<file path="config.mk">
export PLATFORM = sky130hd
export DESIGN_NAME = sram_like_arbiter_flat
export DESIGN_NICKNAME = d
export VERILOG_FILES = /design/src/rtl/sram_like_arbiter_pkg.sv /design/src/rtl/sram_like_arbiter_if.sv /design/src/rtl/sram_like_arbiter_req_mux.sv /design/src/rtl/sram_like_arbiter.sv /design/src/flat_wrapper.sv
export SDC_FILE = /design/constraint.sdc
export NUM_CORES = 1
export LEC_CHECK = 0
export CAP_MARGIN = 0
export CORE_AREA = 5 5 118 120
export CTS_CLUSTER_DIAMETER = 150
export CTS_CLUSTER_SIZE = 25
export DETAILED_ROUTE_END_ITERATION = 16
export DIE_AREA = 0 0 123 125
export PLACE_DENSITY = 0.6
export SETUP_SLACK_MARGIN = 0.15
export SYNTH_ARGS = -nofsm -noshare
export SYNTH_HDL_FRONTEND = slang
export SYNTH_SLANG_ARGS = --single-unit
</file>
<file path="constraint.sdc">
create_clock -name clk -period 1.9 [get_ports clk]
set_clock_uncertainty 0.2 [all_clocks]
set_input_delay 0.38 -clock clk [delete_from_list [all_inputs] [get_ports clk]]
set_output_delay 0.38 -clock clk [all_outputs]
set_load 0.1 [all_outputs]
</file>
<file path="src/rtl/sram_like_arbiter_pkg.sv">
// rtl/sram_like_arbiter_pkg.sv - shared types and constants for the sram-like arbiter
package sram_like_arbiter_pkg;

  localparam int ARB_ADDR_W = 32;
  localparam int ARB_DATA_W = 32;

  localparam logic OWNER_INST = 1'b0;
  localparam logic OWNER_DATA = 1'b1;

  typedef enum logic [1:0] {
    IDLE = 2'd0,
    ADDR = 2'd1,
    DATA = 2'd2
  } arb_state_t;

  typedef struct packed {
    logic                  req;
    logic                  wr;
    logic [1:0]            size;
    logic [ARB_ADDR_W-1:0] addr;
    logic [ARB_DATA_W-1:0] wdata;
  } sram_like_req_t;

endpackage

</file>
<file path="src/rtl/sram_like_arbiter_if.sv">
// rtl/sram_like_arbiter_if.sv - sram-like request/response port bundle
interface sram_like_arbiter_if #(
  parameter int ADDR_W = 32,
  parameter int DATA_W = 32
);
  logic              req;
  logic              wr;
  logic [1:0]        size;
  logic [ADDR_W-1:0] addr;
  logic [DATA_W-1:0] wdata;
  logic              addr_ok;
  logic              data_ok;
  logic [DATA_W-1:0] rdata;

  // Side that issues requests
  modport master (
    output req, wr, size, addr, wdata,
    input  addr_ok, data_ok, rdata
  );

  // Side that accepts requests
  modport slave (
    input  req, wr, size, addr, wdata,
    output addr_ok, data_ok, rdata
  );
endinterface

</file>
<file path="src/rtl/sram_like_arbiter_req_mux.sv">
// rtl/sram_like_arbiter_req_mux.sv - 2:1 selector of request bundles
module sram_like_req_mux
  import sram_like_arbiter_pkg::*;
#(
  parameter type req_t = sram_like_req_t
) (
  input  logic sel,
  input  req_t in_inst,
  input  req_t in_data,
  output req_t req_o
);

  // Forward the bundle of whichever requester currently owns the bus
  always_comb begin
    req_o = (sel == OWNER_DATA) ? in_data : in_inst;
  end

endmodule

</file>
<file path="src/rtl/sram_like_arbiter.sv">
// rtl/sram_like_arbiter.sv - shares one sram-like master port between fetch and data
module sram_like_arbiter
  import sram_like_arbiter_pkg::*;
#(
  parameter int ADDR_W       = 32,
  parameter int DATA_W       = 32,
  parameter int STARVE_LIMIT = 4
) (
  input  logic                 clk,
  input  logic                 rst,
  sram_like_arbiter_if.slave   inst_if,
  sram_like_arbiter_if.slave   data_if,
  sram_like_arbiter_if.master  m_if
);

  localparam int              CNT_W   = $clog2(STARVE_LIMIT + 1);
  localparam logic [CNT_W-1:0] CNT_MAX = CNT_W'(STARVE_LIMIT);

  typedef struct packed {
    logic              req;
    logic              wr;
    logic [1:0]        size;
    logic [ADDR_W-1:0] addr;
    logic [DATA_W-1:0] wdata;
  } req_t;

  arb_state_t       state_q, state_d;
  logic             owner_q, owner_d;
  logic [CNT_W-1:0] starve_cnt_q, starve_cnt_d;

  logic sel;
  logic bus_active;
  logic handshake;
  logic inst_addr_ok, data_addr_ok;
  logic inst_data_ok, data_data_ok;
  req_t inst_r, data_r, mux_r;

  assign inst_r = '{req: inst_if.req, wr: inst_if.wr, size: inst_if.size,
                    addr: inst_if.addr, wdata: inst_if.wdata};
  assign data_r = '{req: data_if.req, wr: data_if.wr, size: data_if.size,
                    addr: data_if.addr, wdata: data_if.wdata};

  sram_like_req_mux #(.req_t(req_t)) u_req_mux (
    .sel     (sel),
    .in_inst (inst_r),
    .in_data (data_r),
    .req_o   (mux_r)
  );

  // Arbitration, next state, starvation counter and handshake steering
  always_comb begin
    state_d      = state_q;
    owner_d      = owner_q;
    starve_cnt_d = starve_cnt_q;
    sel          = owner_q;
    bus_active   = 1'b0;
    handshake    = 1'b0;
    inst_data_ok = 1'b0;
    data_data_ok = 1'b0;

    if (!rst) begin
      unique case (state_q)
        IDLE: begin
          // Data wins unless fetch has been passed over STARVE_LIMIT times
          if (data_if.req && !(inst_if.req && starve_cnt_q == CNT_MAX)) begin
            sel        = OWNER_DATA;
            bus_active = 1'b1;
          end else if (inst_if.req) begin
            sel        = OWNER_INST;
            bus_active = 1'b1;
          end
          if (bus_active) begin
            owner_d   = sel;
            handshake = m_if.addr_ok;
            state_d   = m_if.addr_ok ? DATA : ADDR;
          end
        end
        ADDR: begin
          // Grant is locked to the owner until the slave takes the address
          bus_active = 1'b1;
          handshake  = m_if.addr_ok;
          if (m_if.addr_ok) state_d = DATA;
        end
        DATA: begin
          if (m_if.data_ok) begin
            inst_data_ok = (owner_q == OWNER_INST);
            data_data_ok = (owner_q == OWNER_DATA);
            state_d      = IDLE;
          end
        end
        default: state_d = IDLE;
      endcase

      if (handshake) begin
        if (sel == OWNER_INST) begin
          starve_cnt_d = '0;
        end else if (inst_if.req && starve_cnt_q != CNT_MAX) begin
          starve_cnt_d = starve_cnt_q + 1'b1;
        end
      end
    end

    inst_addr_ok = bus_active && (sel == OWNER_INST) && m_if.addr_ok;
    data_addr_ok = bus_active && (sel == OWNER_DATA) && m_if.addr_ok;
  end

  // State, owner and starvation counter registers
  always_ff @(posedge clk) begin
    if (rst) begin
      state_q      <= IDLE;
      owner_q      <= OWNER_INST;
      starve_cnt_q <= '0;
    end else begin
      state_q      <= state_d;
      owner_q      <= owner_d;
      starve_cnt_q <= starve_cnt_d;
    end
  end

  // A requester holding the address phase must keep its request up
  always_ff @(posedge clk) begin
    if (!rst && state_q == ADDR) begin
      assert (owner_q == OWNER_DATA ? data_if.req : inst_if.req);
    end
  end

  assign m_if.req   = bus_active & mux_r.req;
  assign m_if.wr    = bus_active & mux_r.wr;
  assign m_if.size  = bus_active ? mux_r.size  : '0;
  assign m_if.addr  = bus_active ? mux_r.addr  : '0;
  assign m_if.wdata = bus_active ? mux_r.wdata : '0;

  assign inst_if.addr_ok = inst_addr_ok;
  assign data_if.addr_ok = data_addr_ok;
  assign inst_if.data_ok = inst_data_ok;
  assign data_if.data_ok = data_data_ok;
  assign inst_if.rdata   = m_if.rdata;
  assign data_if.rdata   = m_if.rdata;

endmodule

</file>
<file path="src/flat_wrapper.sv">
// flat-port wrapper written by rule: the top's interface ports become plain ports
module sram_like_arbiter_flat import sram_like_arbiter_pkg::*;
#(
  parameter int ADDR_W       = 32,
  parameter int DATA_W       = 32,
  parameter int STARVE_LIMIT = 4
)
  (clk, rst, inst_if_req, inst_if_wr, inst_if_size, inst_if_addr, inst_if_wdata, inst_if_addr_ok, inst_if_data_ok, inst_if_rdata, data_if_req, data_if_wr, data_if_size, data_if_addr, data_if_wdata, data_if_addr_ok, data_if_data_ok, data_if_rdata, m_if_req, m_if_wr, m_if_size, m_if_addr, m_if_wdata, m_if_addr_ok, m_if_data_ok, m_if_rdata);
  sram_like_arbiter_if #(.ADDR_W(ADDR_W), .DATA_W(DATA_W)) inst_if_i ();
  sram_like_arbiter_if #(.ADDR_W(ADDR_W), .DATA_W(DATA_W)) data_if_i ();
  sram_like_arbiter_if #(.ADDR_W(ADDR_W), .DATA_W(DATA_W)) m_if_i ();
  input  logic clk;
  input  logic rst;
  input wire logic [$bits(inst_if_i.req)-1:0] inst_if_req;
  input wire logic [$bits(inst_if_i.wr)-1:0] inst_if_wr;
  input wire logic [$bits(inst_if_i.size)-1:0] inst_if_size;
  input wire logic [$bits(inst_if_i.addr)-1:0] inst_if_addr;
  input wire logic [$bits(inst_if_i.wdata)-1:0] inst_if_wdata;
  output wire logic [$bits(inst_if_i.addr_ok)-1:0] inst_if_addr_ok;
  output wire logic [$bits(inst_if_i.data_ok)-1:0] inst_if_data_ok;
  output wire logic [$bits(inst_if_i.rdata)-1:0] inst_if_rdata;
  input wire logic [$bits(data_if_i.req)-1:0] data_if_req;
  input wire logic [$bits(data_if_i.wr)-1:0] data_if_wr;
  input wire logic [$bits(data_if_i.size)-1:0] data_if_size;
  input wire logic [$bits(data_if_i.addr)-1:0] data_if_addr;
  input wire logic [$bits(data_if_i.wdata)-1:0] data_if_wdata;
  output wire logic [$bits(data_if_i.addr_ok)-1:0] data_if_addr_ok;
  output wire logic [$bits(data_if_i.data_ok)-1:0] data_if_data_ok;
  output wire logic [$bits(data_if_i.rdata)-1:0] data_if_rdata;
  output wire logic [$bits(m_if_i.req)-1:0] m_if_req;
  output wire logic [$bits(m_if_i.wr)-1:0] m_if_wr;
  output wire logic [$bits(m_if_i.size)-1:0] m_if_size;
  output wire logic [$bits(m_if_i.addr)-1:0] m_if_addr;
  output wire logic [$bits(m_if_i.wdata)-1:0] m_if_wdata;
  input wire logic [$bits(m_if_i.addr_ok)-1:0] m_if_addr_ok;
  input wire logic [$bits(m_if_i.data_ok)-1:0] m_if_data_ok;
  input wire logic [$bits(m_if_i.rdata)-1:0] m_if_rdata;
  assign inst_if_i.req = inst_if_req;
  assign inst_if_i.wr = inst_if_wr;
  assign inst_if_i.size = inst_if_size;
  assign inst_if_i.addr = inst_if_addr;
  assign inst_if_i.wdata = inst_if_wdata;
  assign inst_if_addr_ok = inst_if_i.addr_ok;
  assign inst_if_data_ok = inst_if_i.data_ok;
  assign inst_if_rdata = inst_if_i.rdata;
  assign data_if_i.req = data_if_req;
  assign data_if_i.wr = data_if_wr;
  assign data_if_i.size = data_if_size;
  assign data_if_i.addr = data_if_addr;
  assign data_if_i.wdata = data_if_wdata;
  assign data_if_addr_ok = data_if_i.addr_ok;
  assign data_if_data_ok = data_if_i.data_ok;
  assign data_if_rdata = data_if_i.rdata;
  assign m_if_req = m_if_i.req;
  assign m_if_wr = m_if_i.wr;
  assign m_if_size = m_if_i.size;
  assign m_if_addr = m_if_i.addr;
  assign m_if_wdata = m_if_i.wdata;
  assign m_if_i.addr_ok = m_if_addr_ok;
  assign m_if_i.data_ok = m_if_data_ok;
  assign m_if_i.rdata = m_if_rdata;
  sram_like_arbiter #(.ADDR_W(ADDR_W), .DATA_W(DATA_W), .STARVE_LIMIT(STARVE_LIMIT)) u_core (.clk(clk), .rst(rst), .inst_if(inst_if_i), .data_if(data_if_i), .m_if(m_if_i));
endmodule
</file>
==> Flow_metrics.wiki <==
{| class="wikitable"
! Metric !! Value
|-
| Critical setup path kind || flip-flop to primary output
|-
| Share of power burned in registers || under 10%
|-
| Proportion of synthesized chip area in sequential cells || 6.202%
|-
| Aggregate routed wire length || around 12000 microns
|-
| Crit path arrival time || ~2 ns
|-
| Share of total power in the clock network || 9.9%
|-
| Longest Clk Path Bufs || 2
|-
| Buffers plus inverters on the worst setup path || 4
|-
| Hold Path Origin || m_if_addr_ok
|-
| Core area || approximately 0.013 sq mm
|-
| Worst-path clk slew || ~0.03 ns
|-
| Combinational Power Share || between 80% and 90%
|-
| Clock latency of the later-clocked register in the worst-skew pair || between 0.2 and 0.25 ns
|-
| Synth Net Count || a little over 500
|-
| Number of placed instances with taps included || between 600 and 700
|-
| Post-CTS Hold Buffers || 0
|-
| Effective utilization at floorplan || between 15 and 20%
|-
| Layout Utilization || 48.68%
|-
| Total power divided by cell area || 560.0 mW/mm^2
|-
| Maximum fanout encountered on the critical timing path || 5
|-
| Die Footprint || between 0.015 and 0.02 sq mm
|-
| Most common cell type on the critical path || sky130_fd_sc_hd__buf_12
|-
| Xor and xnor fraction of the mapped netlist area || 0%
|-
| Diodes inserted || 0
|-
| PnR worst setup slack || -0.7215 ns
|-
| Share of the synthesized area in the top cell type || 26.74%
|-
| Final cell count without fillers || between 600 and 700
|-
| Sw Pwr || about 1.8 mW
|-
| DR vias/cell || 4.249
|-
| R2R depth || 9
|-
| Worst hold-check path type || input pin to flip-flop
|-
| Drt drc || 0
|-
| Failing checks || setup timing
|-
| Synthesized area divided by synthesized cell count || a little under 6 sq um
|-
| RSZ-0062 raised after global routing || true
|-
| CTS sink count || 6
|-
| Max Transition Viols Final || 0
|-
| Layout cells sized above 1 || 53.79%
|-
| Adder-cell share of the synthesized area || 1.292%
|-
| Source of the worst register-to-register timing path || u_core.starve_cnt_q[0]$_SDFFE_PP0P_
|-
| Most area-consuming cells after synthesis || sky130_fd_sc_hd__nand2_1 27%, sky130_fd_sc_hd__buf_4 25%, sky130_fd_sc_hd__a21oi_1 13%
|-
| Commonest non-fill, non-tap cells in the layout || 134 x sky130_fd_sc_hd__clkdlybuf4s50_1, 84 x sky130_fd_sc_hd__nand2_1, 80 x sky130_fd_sc_hd__buf_12, 50 x sky130_fd_sc_hd__a21oi_4, 33 x sky130_fd_sc_hd__nand2_4
|-
| Area of the multi-input gates || 0.002137 sq mm
|-
| Count of antenna-violating nets left after detailed routing || 0
|-
| CTS root buf || sky130_fd_sc_hd__clkbuf_16
|-
| Overflow left after global routing || 0
|-
| FF/Latch Area || 125.1 sq um
|-
| Number of antenna violations at the first check in global routing || 0
|-
| Num CTS Buffers || 3
|-
| Result of the run || finished, violations left
|-
| Area of the mapped netlist || approximately 0.0019 sq mm
|-
| Layout Area Growth over Synthesis || 223.6%
|-
| Crit path capture type || primary output
|-
| Worst flop-to-flop path endpoint || u_core.starve_cnt_q[0]$_SDFFE_PP0P_
|-
| Worst path top cell family by delay || buffers and inverters
|-
| Routed vias || ~3k
|-
| Number of distinct library cells after synthesis || 29
|-
| # nets final || slightly below 700
|-
| Final total power || ~3.5 mW
|-
| Per-cell routed wire length || 18.06 microns
|-
| Number of warning messages in the yosys log || 0
|-
| Gp weighted congestion || between 0.7 and 0.8
|-
| Area fraction in and, or, nand and nor cells after synthesis || 33.72%
|-
| Startpoint types || flip-flop
|-
| Horizontal extent of the die || 123 microns
|-
| WHS Endpoint || u_core.state_q[0]$_SDFFE_PP0P_
|-
| Mapped Cells || 334
|-
| Biggest area consumer among synthesized cells || sky130_fd_sc_hd__nand2_1
|-
| Global router's overall resource usage || roughly 15%
|-
| Maximum achievable frequency || between 300 and 400 MHz
|-
| Delay of the slowest cell on the worst path || roughly 0.41 ns
|-
| Clock period minus worst slack || about 2.6 ns
|-
| CTS tree || built
|-
| Total of flip-flops plus latches after synthesis || 6
|-
| # port buffers || approximately 210
|-
| Fraction of power spent switching nets || between 50% and 60%
|-
| Cell Chain, Critical Path || or3b_4, a32oi_4, buf_4, buf_6, buf_12, nand2_4, a21oi_4, buf_12
|-
| Floorplan row count || between 40 and 50
|-
| Area fraction in compound gates after synthesis || about a quarter
|-
| Leakage component of the power || around 2.4 nW
|-
| Filler cell count || ~1.2k
|-
| Die height || between 100 and 150 microns
|-
| Maximum number of pins on one net before global-route repair || 39
|-
| Number of failing setup endpoints in the final timing report || 72
|-
| Reg2reg setup slack || -0.11 ns
|-
| Via count of the first global-routing pass || ~3.2k
|-
| Combinational family with the most area after synthesis || simple AND/OR/NAND/NOR gates
|-
| # Max-Cap Violations || 0
|-
| Most common library cell in the layout ignoring fill and taps || sky130_fd_sc_hd__clkdlybuf4s50_1
|-
| H-tree levels || 1
|-
| CP max stage cell || sky130_fd_sc_hd__or3b_4
|-
| CP required || ~1.3 ns
|-
| Worst-margin pin slew || between 0.2 and 0.25 ns
|-
| Share of synthesized area spent on multiplexers || 0%
|-
| Worst VDD drop || roughly 250 uV
|-
| Max-slew headroom at the worst pin || around 83%
|-
| Crit share post-route || 138.0%
|-
| Number of detailed-route iterations in the first pass || 4
|-
| Final hold viol count || 0
|-
| First-pass GRT wire length || approximately 18000 microns
|-
| Worst Hold Path Cells || 2
|-
| Number of top-level pins || between 300 and 400
|-
| Cell-internal power || between 1.5 and 2 mW
|-
| Post-detail-place hpwl || 8435 microns
|-
| Worst hold slack || 0.1988 ns
|-
| Drt first-iter violations || 63
|}
==> stage by stage <==
step	TNS, ns	instance area (sq um)	setup WS, ns
detailed placement	-65.46	5159	-0.9580
global route	-50.10	6267	-0.7652
global placement	-64.49	5159	-0.9398
floorplan	-50.85	2499	-0.8636
CTS	-46.73	5899	-0.7053
finish	-45.86	6267	-0.7215
==> cells by family after synthesis <==
group,Yosys count
and+or+nand+nor,159
buffers and inverters,90
AOI/OAI and AO/OA,77
DFF,6
adders and majority gates,2
==> cell type report <==
class,instances,share of cell area (%)
timing repair buffer,265,59.01
clock buffer,3,1.198
tap,176,3.514
inverter,3,0.1797
multi-input combinational,238,34.10
sequential,6,1.996
==> power by group through the flow <==
stage          clock [mW]  combinational, mW  sequential, mW
2_1_floorplan           0               2.13           0.144
3_3_place_gp            0               2.47           0.142
3_5_place_dp            0               2.50           0.142
4_1_cts             0.353               2.88           0.141
5_1_grt             0.360               3.14           0.142
6_report            0.348               3.02           0.141
==> how the worst max path moves through the flow <==
stage,slack [ns],cells after the start,to,from
global route,-0.77,8,m_if_wdata[25],u_core.state_q[1]$_SDFFE_PP0P_
detailed placement,-0.96,7,m_if_addr[15],inst_if_req
floorplan,-0.86,5,m_if_addr[18],inst_if_req
CTS,-0.71,7,m_if_addr[15],u_core.state_q[1]$_SDFFE_PP0P_
global placement,-0.94,7,m_if_addr[10],inst_if_req
finish,-0.72,8,m_if_wdata[22],u_core.state_q[1]$_SDFFE_PP0P_
==> cells in the mapped netlist (all sizes together) <==
cell    instances
or4             1
a32o            1
and2b           1
buf            80
a21oi          70
nand4b          1
dfxtp           6
or3b            2
o31a            1
clkbuf          7
ha              2
nor3b           1
nand2         138
nand2b          1
o31ai           2
or3             1
a31oi           1
a32oi           1
nand3b          2
nand3           2
nor2b           2
nor2            3
a21boi          1
nor3            4
inv             3
==> repair_timing <==
item,in CTS,in global routing
gates cloned,12,3
resized for setup,76,61
endpoints found under the setup margin,76,76
pin swaps,18,26
buffers inserted,12,6
==> routing by layer <==
layer	track usage, %	share of wire, %	vias to the layer above
met3	4.426	9.4	30
li1	-	-	1394
met2	27.95	54	161
met4	3.974	2.2	0
met5	0	0	-
met1	15.28	35	1351
==> flip-flops by register name, summed over array words and instances (netlist names) <==
| name | count |
|---|---|
| u_core.owner_q | 1 |
| u_core.starve_cnt_q | 3 |
| u_core.state_q | 2 |
Note: power is estimated with default switching activity, not from simulation.
